===== config.mk =====
export PLATFORM = sky130hd
export DESIGN_NAME = pix_line_fifo
export DESIGN_NICKNAME = d
export VERILOG_FILES = /design/src/rtl/pix_line_fifo_pkg.sv /design/src/rtl/pix_line_fifo_mem.sv /design/src/rtl/pix_line_fifo.sv
export SDC_FILE = /design/constraint.sdc
export NUM_CORES = 1
export LEC_CHECK = 0
export CAP_MARGIN = 30
export CORE_ASPECT_RATIO = 1.5
export CORE_MARGIN = 4
export CORE_UTILIZATION = 50
export DETAILED_ROUTE_END_ITERATION = 10
export PLACE_DENSITY = 0.69
export SLEW_MARGIN = 30
export SYNTH_ARGS = -nofsm -noshare
export SYNTH_HDL_FRONTEND = slang
export SYNTH_HIERARCHICAL = 1
export SYNTH_SLANG_ARGS = --single-unit

===== constraint.sdc =====
create_clock -name pix_clk -period 3.11 [get_ports pix_clk]
set_input_delay 0.622 -clock pix_clk [delete_from_list [all_inputs] [get_ports pix_clk]]
set_output_delay 0.622 -clock pix_clk [all_outputs]
set_load 0.05 [all_outputs]

===== src/rtl/pix_line_fifo_pkg.sv =====
// pix_line_fifo_pkg: shared state encoding and entry tag layout for the pixel line FIFO
package pix_line_fifo_pkg;
  typedef enum logic [1:0] {SYNC, IDLE, FRAME} state_e;
  localparam int TagWidth = 2;
endpackage


===== src/rtl/pix_line_fifo_mem.sv =====
// pix_line_fifo_mem: Depth x EntryWidth storage, registered write, asynchronous read
module pix_line_fifo_mem #(
  parameter int Depth = 8,
  parameter int EntryWidth = 14,
  parameter int AddrWidth = $clog2(Depth)
) (
  input  logic                  clk,
  input  logic                  wr_en,
  input  logic [AddrWidth-1:0]  wr_addr,
  input  logic [EntryWidth-1:0] wr_data,
  input  logic [AddrWidth-1:0]  rd_addr,
  output logic [EntryWidth-1:0] rd_data
);
  logic [EntryWidth-1:0] mem_q [Depth];
  // write port; storage holds no reset since count gates visibility
  always_ff @(posedge clk) if (wr_en) mem_q[wr_addr] <= wr_data;
  assign rd_data = mem_q[rd_addr];
endmodule


===== src/rtl/pix_line_fifo.sv =====
// pix_line_fifo: sensor pixel capture with SOF/EOL tagging into a show-ahead circular FIFO
module pix_line_fifo import pix_line_fifo_pkg::*; #(
  parameter int PixWidth = 12,
  parameter int Depth = 8,
  parameter int CountWidth = $clog2(Depth + 1)
) (
  input  logic                  pix_clk,
  input  logic                  pix_rst,
  input  logic                  pix_frameValid,
  input  logic                  pix_lineValid,
  input  logic [PixWidth-1:0]   pix_d,
  output logic [PixWidth-1:0]   q,
  output logic                  qSOF,
  output logic                  qEOL,
  output logic                  qValid,
  input  logic                  qReady,
  output logic [CountWidth-1:0] count,
  output logic                  overflow,
  input  logic                  clearOverflow
);
  localparam int AddrWidth = $clog2(Depth);
  localparam int EntryWidth = PixWidth + TagWidth;
  state_e state_q, state_d;
  logic hold_valid_q, hold_valid_d, hold_sof_q, hold_sof_d, sof_pending_q, sof_pending_d;
  logic overflow_q, overflow_d;
  logic [PixWidth-1:0] hold_pix_q, hold_pix_d;
  logic [AddrWidth-1:0] wr_ptr_q, wr_ptr_d, rd_ptr_q, rd_ptr_d;
  logic [CountWidth-1:0] count_q, count_d;
  logic capture, push, pop, full, wr_en;
  logic [EntryWidth-1:0] wr_data, rd_data;
  pix_line_fifo_mem #(.Depth(Depth), .EntryWidth(EntryWidth), .AddrWidth(AddrWidth)) u_mem (
    .clk(pix_clk),
    .wr_en(wr_en),
    .wr_addr(wr_ptr_q),
    .wr_data(wr_data),
    .rd_addr(rd_ptr_q),
    .rd_data(rd_data)
  );
  // frame tracking: SYNC waits out any partial frame, pixels are only taken in FRAME
  always_comb begin
    state_d = state_q;
    capture = 1'b0;
    case (state_q)
      SYNC: if (!pix_frameValid) state_d = IDLE;
      IDLE: if (pix_frameValid) state_d = FRAME;
      FRAME: begin
        capture = pix_frameValid && pix_lineValid;
        if (!pix_frameValid) state_d = IDLE;
      end
      default: state_d = SYNC;
    endcase
  end
  // hold stage decides EOL by whether the next edge brings another pixel; FIFO bookkeeping
  always_comb begin
    push = hold_valid_q && (capture || !pix_lineValid || !pix_frameValid);
    pop = (count_q != '0) && qReady;
    full = count_q == CountWidth'(Depth);
    wr_en = push && (!full || pop);
    wr_data = {hold_pix_q, hold_sof_q, !capture};
    hold_valid_d = capture || (hold_valid_q && !push);
    hold_pix_d = capture ? pix_d : hold_pix_q;
    hold_sof_d = capture ? sof_pending_q : hold_sof_q;
    sof_pending_d = capture ? 1'b0 : (state_q == IDLE) ? 1'b1 : sof_pending_q;
    wr_ptr_d = wr_en ? wr_ptr_q + AddrWidth'(1) : wr_ptr_q;
    rd_ptr_d = pop ? rd_ptr_q + AddrWidth'(1) : rd_ptr_q;
    count_d = count_q + CountWidth'(wr_en) - CountWidth'(pop);
    overflow_d = (push && full && !pop) || (overflow_q && !clearOverflow);
    qValid = count_q != '0;
    q = qValid ? rd_data[EntryWidth-1:TagWidth] : '0;
    qSOF = qValid && rd_data[1];
    qEOL = qValid && rd_data[0];
    count = count_q;
    overflow = overflow_q;
  end
  // state registers with synchronous reset back to SYNC and an empty FIFO
  always_ff @(posedge pix_clk) begin
    if (pix_rst) begin
      state_q <= SYNC;
      hold_valid_q <= 1'b0;
      hold_sof_q <= 1'b0;
      hold_pix_q <= '0;
      sof_pending_q <= 1'b1;
      wr_ptr_q <= '0;
      rd_ptr_q <= '0;
      count_q <= '0;
      overflow_q <= 1'b0;
    end else begin
      state_q <= state_d;
      hold_valid_q <= hold_valid_d;
      hold_sof_q <= hold_sof_d;
      hold_pix_q <= hold_pix_d;
      sof_pending_q <= sof_pending_d;
      wr_ptr_q <= wr_ptr_d;
      rd_ptr_q <= rd_ptr_d;
      count_q <= count_d;
      overflow_q <= overflow_d;
    end
  end
endmodule


## After elaboration in Yosys (flattened, before gate mapping)

Memory sizes are Yosys's and may differ from the RTL's. A register that Yosys moved wholly into a read port is not among the register bits.
Cells that the tools add are included.

- Bits in writable memories: 112
- Flip-flop bits (word level): 28
- Output and inout port bits: 20
- Memories kept: 1

Memory list:

| name | depth | width | read ports | clocked after Yosys merged registers in | write ports | line | RTL |
|---|---|---|---|---|---|---|---|
| u_mem.mem_q | 8 | 14 | 1 | 1 | 1 | pix_line_fifo_mem.sv:14 | `logic [EntryWidth-1:0] mem_q [Depth];` |

- Add/subtract/negate cells: 4
- Mux-type cells: 11
- Eq/ne operators: 5
- Reductions and logical operators: 27

Operator list:

| kind | number |
|---|---|
| 2-to-1 mux 12 bit | 1 |
| logical AND 1 bit | 10 |
| zero test 1 bit | 7 |
| adder 3 x 1 -> 3 bit (second input constant) | 2 |
| 2-to-1 mux 3 bit | 2 |
| logical OR 1 bit | 5 |
| 2-to-1 mux 1 bit | 5 |
| adder 4 x 1 -> 4 bit | 1 |
| == test 4 bit (second input constant) | 1 |
| 2-to-1 mux 2 bit | 2 |
| inequality test 2 bit (second input constant) | 2 |
| one-hot mux 2 bit (2 select lines) | 1 |
| nonzero test 4 bit | 1 |
| subtractor 4 x 1 -> 4 bit | 1 |
| == test 2 x 1 -> 1 bit (second input constant) | 1 |
| == test 2 bit (second input constant) | 1 |
| zero test 2 bit | 1 |
| AND reduction 2 bit | 1 |
| nonzero test 2 bit | 1 |
| OR reduction 2 bit | 1 |

## Longest topological paths before layout

Gate-level depths: netlist of run 1.

- Depth after elaboration: 8
- Depth in mapped cells: 12
- Gate-level depth less buffers: 11

## Cells and area by module

Netlist of run 1, hierarchy kept.

Modules (own cells, without submodules):

| module | instances | cells each | area an instance (um2) | seq. area each (um2) |
|---|---|---|---|---|
| pix_line_fifo_mem | 1 | 174 | 4355.4 | 3363.2 |
| pix_line_fifo | 1 | 147 | 1295.0 | 560.5 |

## Worst setup path before layout of run 1

Ideal clock, no wire load.

- Path kind: register to output
- Start point: reg count_q[2] (netlist: count[2])
- End point: out q[10]
- Setup slack: 0.125 ns
- Cell stages (with the launch flop): 7
- Path buffers: 2
- Arrival: 2.363 ns
- Required time: 2.488 ns
- Cell sequence: dfxtp_1 inv_1 ha_1 or3b_1 buf_2 clkbuf_1 and2_1

- Longest elaborated chain between the ends: 2

RTL lines:

| item | line | RTL |
|---|---|---|
| from (decl) | pix_line_fifo.sv:28 | `logic [CountWidth-1:0] count_q, count_d;` |
| from (signal assigned) | pix_line_fifo.sv:95 | `count_q <= count_d;` |
| nonzero test 4 bit | pix_line_fifo.sv:68 | `qValid = count_q != '0;` |
| net qValid | pix_line_fifo.sv:15 | `output logic qValid,` |
| 2-to-1 mux 12 bit | pix_line_fifo.sv:69 | `q = qValid ? rd_data[EntryWidth-1:TagWidth] : '0;` |
| to (decl) | pix_line_fifo.sv:12 | `output logic [PixWidth-1:0] q,` |

The timed path passes the listed nets, and every way through them passes these cells.

==> results, run 1 <==
- The total congestion overflow is 0.
- The later pin in the worst-skew pair is clocked with a latency of about 0.41 ns.
- Across the routed clock network, the largest skew measured is approximately 0.006 ns.
- The power density over cell area is approximately 850 mW/mm^2.
- The number of buffers and inverters on the critical path is 2.
- In this run, synthesis inferred 112 flip-flops with an integrated enable.
- The post-route cell area is between 0.006 and 0.007 mm^2.
- The slowest library cell on the worst path is sky130_fd_sc_hd__mux4_1.
- The clock slew at the register clock pins of the worst setup and hold paths is around 0.05 ns.
- The portion of synthesized cell area occupied by the leading cell type is ~60%.
- The post-route clock period utilization is 93.4%.
- The pin count of the biggest net entering global routing is 29.
- The root buffer cell is sky130_fd_sc_hd__clkbuf_16.
- After detailed placement, the total cell area comes to a little over 0.006 mm^2.
- Once layout is complete, the cells apart from fillers number 540.
- Detailed placement finished with a half-perimeter wire length of 6210 um.
- The internal portion of total power is roughly 4.1 mW.
- Once placement completed, the tool counted placed cells totaling between 500 and 600.
- The number of antenna diodes in the final layout is 0.
- During synthesis, Yosys emitted a total of 6 warnings.
- The count of nets left with antenna violations once routing finished came out at 0.
- By area the synthesized netlist is led by sky130_fd_sc_hd__edfxtp_1 (60%), sky130_fd_sc_hd__mux4_1 (12%), sky130_fd_sc_hd__dfxtp_1 (9.9%).
- The placeable core region is approximately 0.011 mm^2.
- The portion of total power attributed to combinational logic is roughly 28%.
- In this run the cell area of the synthesized design comes to 0.00565 mm^2.
- The worst setup path is of the flop to primary output kind.
- Setup repair after global routing left no endpoint under its margin.
- The number of hold-slack violations in the final timing report was 0.
- The type of element capturing the critical path is a primary output.
- Of all cell types, the one taking the most synthesized area is sky130_fd_sc_hd__edfxtp_1.
- For the final routed database, the setup TNS stands at 0 ns.
- The critical-path maximum fanout is 28.
- Summing the sequential cell areas from Yosys gives between 60% and 70% of the chip area.
- The initial antenna violation count was 0.
- For this run, the slowest stage of the critical path takes a little under 0.6 ns.
- The critical path goes through buf_12, mux4_1, mux2_2, and2_1, buf_4.
- The data arrival time of the critical path is 2.28 ns.
- STA classifies the critical path startpoint as a flop.
- The area of the die is about 0.013 mm^2.
- Counting flops and latches in the post-synthesis netlist gives 140.
- In this run, the clock network consumes 36.8% of the power.
- In this run the power spent charging and discharging nets is between 1.5 and 2 mW.
- The worst hold path belongs to the class flop to flop.
- The remaining design rule violation count is 0.
- The worst path needs around 2.9 ns of the cycle, external delays included.
- Of the cells placed in the final design, the portion with a size suffix greater than 1 is about 22%.
- The global-route wire length before repair is roughly 16000 um.
- The number of buffers on the longest clock path is 2.
- The number of DRC violations after detailed-routing iteration 0 is between 200 and 250.
- The TritonCTS clock tree is built.
- The iteration count of the initial detailed-routing pass is 4.
- For this run, the top clock speed supported by timing is around 340 MHz.
- In this run the tool buffered the top-level ports with 37 buffer cells.
- The site row count is 47.
- After the last flow step, the layout net total stands at 406.
- CTS built an H-tree with a depth of 4.
- Power comes to ~5.8 mW.
- Of the total power, registers draw a little over a third.
- The number of nets handed over by synthesis was roughly 350.
- From synthesis to final layout, the design area changed by 21.8%.
- The kind of cell with the highest combined delay along the critical path is multiplexers.
- The switching share of power is between 20% and 30%.
- The number of setup buffers added after CTS is 0.
- The die boundary height is ~140 um.
- Wires add up to between 10000 and 15000 um.
- The pin slew with the least headroom to its limit is 0.816 ns.
- The final number of setup-violating endpoints is 0.
- The max-slew violation total from the final report is 0.
- The post-synthesis async set-or-reset flop share is 0%.
- The leakage power figure is 2.52 nW.
- The number of top-level pins is 38.
- The congestion estimate from routability-driven global placement came to 0.783.
- Global routing used 17.6% of the available tracks across all layers.
- The netlist uses 37 different library cells.
- The average wire per cell in the routed design is 19.7 um.
- Synthesis produced ~320 cells.
- Measured along the x axis, the die boundary spans ~95 um.
- The predominant post-synthesis flop cell is sky130_fd_sc_hd__edfxtp_1.
- CTS saw 140 sinks.
- The combined flip-flop and latch cell area is approximately 0.004 mm^2.
- For this configuration, the core starts out at a cell density of 51.1%.
- The commonest cells after synthesis are sky130_fd_sc_hd__edfxtp_1 (112), sky130_fd_sc_hd__nand2_1 (31), sky130_fd_sc_hd__dfxtp_1 (28), sky130_fd_sc_hd__mux4_1 (25), sky130_fd_sc_hd__a21oi_1 (17).
- Fill cells in the final layout number about 830.
- The required time at the endpoint of the critical path is approximately 2.5 ns.
- Clock tree synthesis inserted a total of 17 buffers.
- The via count of the first global-routing pass is between 3000 and 4000.
- The worst-case IR drop observed on VDD is roughly 0.00064 V.
- Hold timing on the final database bottoms out at a slack of ~0.46 ns.
- The total via count in the routed design is between 2000 and 3000.
- The max-slew headroom at the worst pin is a little under half.
- The most common cell in the synthesized netlist is sky130_fd_sc_hd__edfxtp_1.
- The multi-input gate area in the final layout is ~0.0016 mm^2.
- The max-cap check violation count is 0.
- Dividing the synthesized area by the synthesized cell count gives 17.6 um^2.
- The hold buffer count at CTS is 0.
- The run finished with clean final reports.
- The post-detailed-route via-to-cell ratio is about 5.4.
[metrics by stage]
step | utilization, % | setup slack, ns
after floorplan | - | 0.125
after global placement | 56.4 | 0.445
after detailed placement | 56.4 | 0.367
after CTS | 62.2 | 0.0275
after global routing | 62.3 | 0.0796
final | 62.3 | 0.204
[routing by layer]
layer  vias to the layer above  global-route usage [%]  share of wire (%)  wire length, um
met5                         -                       0                  0                0
met4                         0                    5.86                1.5              158
met3                        13                    5.71                4.5              475
met2                        72                    29.1                 53             5670
met1                      1477                    21.7                 41             4350
li1                       1366                       -                  -                -
[power groups by stage]
stage | clock, mW | combinational [mW] | sequential, mW
final | 2.15 | 1.61 | 2.09
after floorplan | 0 | 1.12 | 2.19
after detailed placement | 0 | 1.63 | 2.12
after global placement | 0 | 1.60 | 2.12
after CTS | 2.17 | 1.63 | 2.09
after global routing | 2.28 | 1.70 | 2.09
[tightest hold or removal path, delay by kind of cell, from the launching register on]
| family | cells | cell delay, ns |
|---|---|---|
| flops | 1 | 0.31 |
| simple gates | 1 | 0.05 |
| compound gates | 1 | 0.05 |
[layout make-up]
type,count,share of cell area [%]
sequential,140,57.0
multi-input combinational,159,23.6
timing repair buffer,54,6.94
clock buffer,20,6.49
clock inverter,12,2.84
tap,147,2.67
inverter,8,0.436
[cell usage in the layout (no fill, tap or decap), types with 2 or more instances in the layout]
| cell type | instances |
|---|---|
| sky130_fd_sc_hd__nand3_1 | 2 |
| sky130_fd_sc_hd__edfxtp_1 | 112 |
| sky130_fd_sc_hd__o21ai_0 | 3 |
| sky130_fd_sc_hd__dfxtp_1 | 28 |
| sky130_fd_sc_hd__nand2b_1 | 3 |
| sky130_fd_sc_hd__inv_1 | 8 |
| sky130_fd_sc_hd__bufinv_16 | 5 |
| sky130_fd_sc_hd__or3b_1 | 2 |
| sky130_fd_sc_hd__xor2_1 | 2 |
| sky130_fd_sc_hd__xnor2_1 | 4 |
| sky130_fd_sc_hd__nand2_1 | 31 |
| sky130_fd_sc_hd__clkbuf_16 | 17 |
| sky130_fd_sc_hd__ha_1 | 7 |
| sky130_fd_sc_hd__and2_1 | 14 |
| sky130_fd_sc_hd__clkdlybuf4s50_1 | 22 |
| sky130_fd_sc_hd__nor3_2 | 2 |
| sky130_fd_sc_hd__a21oi_1 | 17 |
| sky130_fd_sc_hd__clkinv_2 | 2 |
| sky130_fd_sc_hd__nor2b_1 | 2 |
| sky130_fd_sc_hd__mux2_2 | 14 |
| sky130_fd_sc_hd__buf_4 | 30 |
| sky130_fd_sc_hd__mux4_2 | 3 |
| sky130_fd_sc_hd__nor2_1 | 13 |
| sky130_fd_sc_hd__clkbuf_1 | 2 |
| sky130_fd_sc_hd__clkinvlp_4 | 3 |
| sky130_fd_sc_hd__mux4_1 | 25 |
[final timing paths]
path                                            startpoint                 endpoint  slack [ns]  cells past startpoint
worst max-delay path              rd_ptr_q[0]$_SDFFE_PP0N_                     q[1]        0.20                      5
worst min-delay path            sof_pending_q$_SDFFE_PP1P_  hold_sof_q$_SDFFE_PP0P_        0.46                      2
worst max register to register         count[2]$_SDFF_PP0_      count[2]$_SDFF_PP0_        0.46                     10
worst min register to register  sof_pending_q$_SDFFE_PP1P_  hold_sof_q$_SDFFE_PP0P_        0.46                      2
[logic make-up (layout without fill, tap and decap cells)]
group	Yosys count	count (layout)	share of synthesized area [%]
DFF	140	140	69.4
and+or+nand+nor	76	76	7.00
muxes	43	43	15.8
AOI/OAI and AO/OA	26	26	2.97
buffers and inverters	22	94	1.97
adders and majority gates	8	8	1.90
xor gates and xnor gates	6	6	0.930
[sequential cells by signal, indices dropped and copies added, names as in the netlist]
register,cells
hold_sof_q,1
overflow,1
state_q,2
wr_ptr_q,3
hold_valid_q,1
sof_pending_q,1
rd_ptr_q,3
u_mem/mem_q,112
hold_pix_q,12
count,4
[repair_timing]
item | 4_1_cts | 5_1_grt
gates resized for setup | 0 | 1
setup endpoints to repair | 0 | 1
endpoints found under the hold margin | 0 | 0
Power figures use the tool's default switching activity.
==> inputs of run 2 (changes only) <==
--- a/config.mk
+++ b/config.mk
@@ -11,7 +11,6 @@
 export CORE_UTILIZATION = 50
 export DETAILED_ROUTE_END_ITERATION = 10
 export PLACE_DENSITY = 0.69
-export SLEW_MARGIN = 30
 export SYNTH_ARGS = -nofsm -noshare
 export SYNTH_HDL_FRONTEND = slang
 export SYNTH_HIERARCHICAL = 1
==> results of run 2 <==
No change in the layout: final DEF, timing and power equal those of run 1.
==> inputs of run 3 (changes only) <==
--- a/config.mk
+++ b/config.mk
@@ -10,7 +10,7 @@
 export CORE_MARGIN = 4
 export CORE_UTILIZATION = 50
 export DETAILED_ROUTE_END_ITERATION = 10
-export PLACE_DENSITY = 0.69
+export PLACE_DENSITY = 0.72
 export SYNTH_ARGS = -nofsm -noshare
 export SYNTH_HDL_FRONTEND = slang
 export SYNTH_HIERARCHICAL = 1
==> constraint.sdc (replaced) <==
create_clock -name pix_clk -period 2.45 [get_ports pix_clk]
set_input_delay 0.49 -clock pix_clk [delete_from_list [all_inputs] [get_ports pix_clk]]
set_output_delay 0.49 -clock pix_clk [all_outputs]
set_load 0.05 [all_outputs]
==> run 3 against run 2 <==
Compared with the run above:
- the flow now finishes with violations (setup timing)
- count of clock-buffer cells in the layout fell by 3
- wire length rose by 2.6%
- hold slack got worse by 0.00057 ns
- worst setup slack got worse by 0.39 ns
- clock skew rose by 0.0023 ns
- utilization rose by 2.9 points
- power rose by 37%
- clock power rose by 22%
- register-to-register slack got worse by 0.25 ns
- die area did not move
- critical path type unchanged
- largest cell class unchanged
- highest routed layer unchanged
==> results, run 3 (synthesis results as in run 1) <==
- The flow ran to the end, but the final reports show violations.
- The final reports fail on setup timing.
- The portion of total power attributed to combinational logic is 33.9% (+6.4 points).
- The global-route wire length before repair is 17500 um (+6.6%).
- The number of top-level pins was 38 (unchanged).
- The die span in x was 94.8 um (unchanged).
- Clock tree synthesis selected as its root buffer the cell sky130_fd_sc_hd__clkbuf_16.
- The worst clock skew is 0.00826 ns (+0.00228 ns).
- The aggregate negative setup slack is -1.93 ns (-1.93 ns).
- The remaining design rule violation count is 0 (unchanged).
- The wire length on met1 came to 4360 um (+0.30%).
- The worst-case hold path end point is hold_sof_q$_SDFFE_PP0P_.
- The via count of the first global-routing pass was 3164 (+5.1%).
- The placeable core region is 0.0111 mm^2 (unchanged).
- The reg-to-reg endpoint is count[2]$_SDFF_PP0_.
- Leaving out fill and tap cells, the most frequent cells in the layout are sky130_fd_sc_hd__edfxtp_1 (112), sky130_fd_sc_hd__nand2_1 (31), sky130_fd_sc_hd__mux4_2 (26), sky130_fd_sc_hd__dfxtp_1 (25), sky130_fd_sc_hd__clkdlybuf4s50_1 (22).
- The max-slew headroom at the worst pin is 45.2% (-0.33 points).
- The worst supply voltage drop on vdd was 0.000954 V (+49%).
- The internal portion of total power is 5.67 mW (+37%).
- The iteration count of the initial detailed-routing pass came to 4 (unchanged).
- More flip-flops sit in one register than any other, and that register is u_mem/mem_q.
- The starting utilization of the core area is 51.1% (unchanged).
- The number of cells on the worst hold path is 2 (unchanged).
- The number of hold-slack violations in the final timing report is 0 (unchanged).
- The required time at the endpoint of the critical path came to 1.96 ns (-0.53 ns).
- The antenna diode count is 0 (unchanged).
- The power density over cell area is 1110 mW/mm^2 (+31%).
- The library cell used most frequently in the layout, excluding fill and tap cells, is sky130_fd_sc_hd__edfxtp_1.
- The worst path setup slack after routing is -0.183 ns (-0.386 ns).
- The total routing resource utilization after global routing was 18.3% (+0.74 points).
- The switching share of power came to 29.2% (-0.15 points).
- The initial antenna violation count is 0 (unchanged).
- Relative to the synthesized area, the layout overhead comes to 27.6%.
- The number of H-tree branching levels is 4 (unchanged).
- The uppermost layer routed is met4.
- The max-slew violation total from the final report was 0 (unchanged).
- The final number of setup-violating endpoints is 14 (+14).
- TritonCTS built the clock tree.
- The site row count is 47 (unchanged).
- The count of input and output buffers is 37 (unchanged).
- STA classifies the critical path startpoint as a flop.
- The final weighted congestion in routability-driven placement is 0.751 (-4.0%).
- The average wire per cell in the routed design is 19.8 um (+0.53%).
- The total clock buffers created by CTS was 17 (unchanged).
- The share of layout cells above drive strength 1 is 34.2% (+13 points).
- The placed wire-length estimate is 6300 um (+1.5%).
- The leakage power figure is 2.61 nW (+3.4%).
- The startpoint of the worst-slack reg-to-reg timing path is count[2]$_SDFF_PP0_.
- The worst hold slack is 0.463 ns (-0.000573 ns).
- The number of flip-flops in the largest register was 112 (unchanged).
- The count of filler cells inserted in the layout came to 792 (-4.7%).
- The time the final worst path needs with I/O delays and setup is approximately 2.6 ns.
- Derived from the worst setup path, the maximum achievable clock frequency is ~380 MHz.
- The number of nets in the layout is 418 (+3.0%).
- The clock share of power is 32.8% (-4.0 points).
- The number of DRC violations after detailed-routing iteration 0 is 207 (-15%).
- The remaining number of nets flagged by the antenna check after routing came to 0 (unchanged).
- The register-to-register path setup slack is 0.21 ns (-0.25 ns).
- The switching power total is 2.34 mW (+36%).
- The total via count in the routed design was 2994 (+2.3%).
- The area of the die is 0.0131 mm^2 (unchanged).
- The clock latency on the worst-skew pair is 0.41 ns (about the same).
- The startpoint of the tightest hold check path is sof_pending_q$_SDFFE_PP1P_.
- Setup repair after global routing could not meet its margin everywhere.
- The total congestion overflow is 0 (unchanged).
- The number of cells traversed by the worst register-to-register path was 10 (unchanged).
- The critical-path maximum fanout is 5 (-82%).
- The category of the most critical setup path is flop to primary output.
- Dividing the final minimum period by the clock period gives 107%.
- The routed wire length came to 10900 um (+2.6%).
- The class of the tightest hold or removal check is flop to flop.
- The die boundary height is 138 um (unchanged).
- The pin slew with the least headroom to its limit is 0.821 ns (+0.00495 ns).
- The wire length on met3 is 540 um (+14%).
- The part of the total power dissipated in sequential elements came to 33.3% (-2.4 points).
- The pin count of the biggest net entering global routing is 29 (unchanged).
- The number of buffers on the longest clock path is 2 (unchanged).
- The worst setup path is captured at a primary output.
- The clock slew at the register clock pins of the worst setup and hold paths was 0.06 ns (about the same).
- The total met2 wirelength after detailed routing is 5840 um (+3.1%).
- The post-detailed-route via-to-cell ratio was 5.43 (+0.21%).
- The clock sink count is 140 (unchanged).
- The share of the core filled with cells in the final layout was 65.2% (+2.9 points).
- The max-cap check violation count is 0 (unchanged).
- The data arrival time of the critical path is 2.14 ns (-0.14 ns).
## run 3: cell types whose count changed in the layout (fill, tap and decap cells not counted), sizes merged
cell,change
bufinv,-1
buf,+13
dlymetal6s2s,-1
inv,+4
clkbuf,-3
clkinv,-1
## run 3: power by group through the flow
stage	clock network, mW	registers, mW	logic, mW
after CTS	2.67	2.67	2.73
after floorplan	0	2.78	1.44
final	2.63	2.67	2.71
after detailed placement	0	2.70	2.13
after global routing	2.81	2.68	2.87
after global placement	0	2.70	2.11
## run 3: layout make-up
type	instances	area [um^2]	area share [%]
flip-flops and latches	140	3930	54.5
multi-input cells	159	1610	22.4
repair buffers	66	833	11.6
clock buffers	17	425	5.90
clock inverters	14	191	2.66
well taps	147	184	2.55
inverters	8	30.0	0.417
## run 3: per-stage QoR
| step | std cells | power (mW) | setup slack (ns) | instance area (um^2) |
|---|---|---|---|---|
| after floorplan | 321 | 4.23 | 0.0517 | 5680 |
| after global placement | 515 | 4.81 | -0.0242 | 6400 |
| after detailed placement | 515 | 4.83 | -0.0551 | 6400 |
| after CTS | 552 | 8.07 | -0.206 | 7220 |
| after global routing | 551 | 8.36 | -0.249 | 7210 |
| final | 551 | 8.01 | -0.183 | 7210 |
## run 3: worst max-delay path: stages (launching register included)
cell and delay, ns:
sky130_fd_sc_hd__dfxtp_4 0.42, sky130_fd_sc_hd__buf_12 0.13, sky130_fd_sc_hd__buf_16 0.12, sky130_fd_sc_hd__mux4_2 0.49
sky130_fd_sc_hd__mux2_4 0.28, sky130_fd_sc_hd__and2_4 0.15, sky130_fd_sc_hd__buf_8 0.15
## run 3: how the worst max path moves through the flow
stage | end | from
2_1_floorplan | u_mem/mem_q[1][0]$_DFFE_PP_ | count[2]$_SDFF_PP0_
3_3_place_gp | u_mem/mem_q[2][4]$_DFFE_PP_ | qReady
3_5_place_dp | u_mem/mem_q[3][2]$_DFFE_PP_ | qReady
4_1_cts | q[1] | rd_ptr_q[0]$_SDFFE_PP0N_
5_1_grt | qSOF | rd_ptr_q[0]$_SDFFE_PP0N_
6_report | qSOF | rd_ptr_q[0]$_SDFFE_PP0N_
## run 3: timing repair
action	4_1_cts	5_1_grt
resized for setup	67	12
setup endpoints to repair	14	14
cloned	3	0
buffers inserted	3	0
hold buffers	0	0
## run 3: layer usage
metal  track usage [%]  vias to the layer above
met5                 0                        -
met3              4.84                       12
met2              30.3                       80
li1                  -                     1369
met4              5.70                        0
met1              23.6                     1533
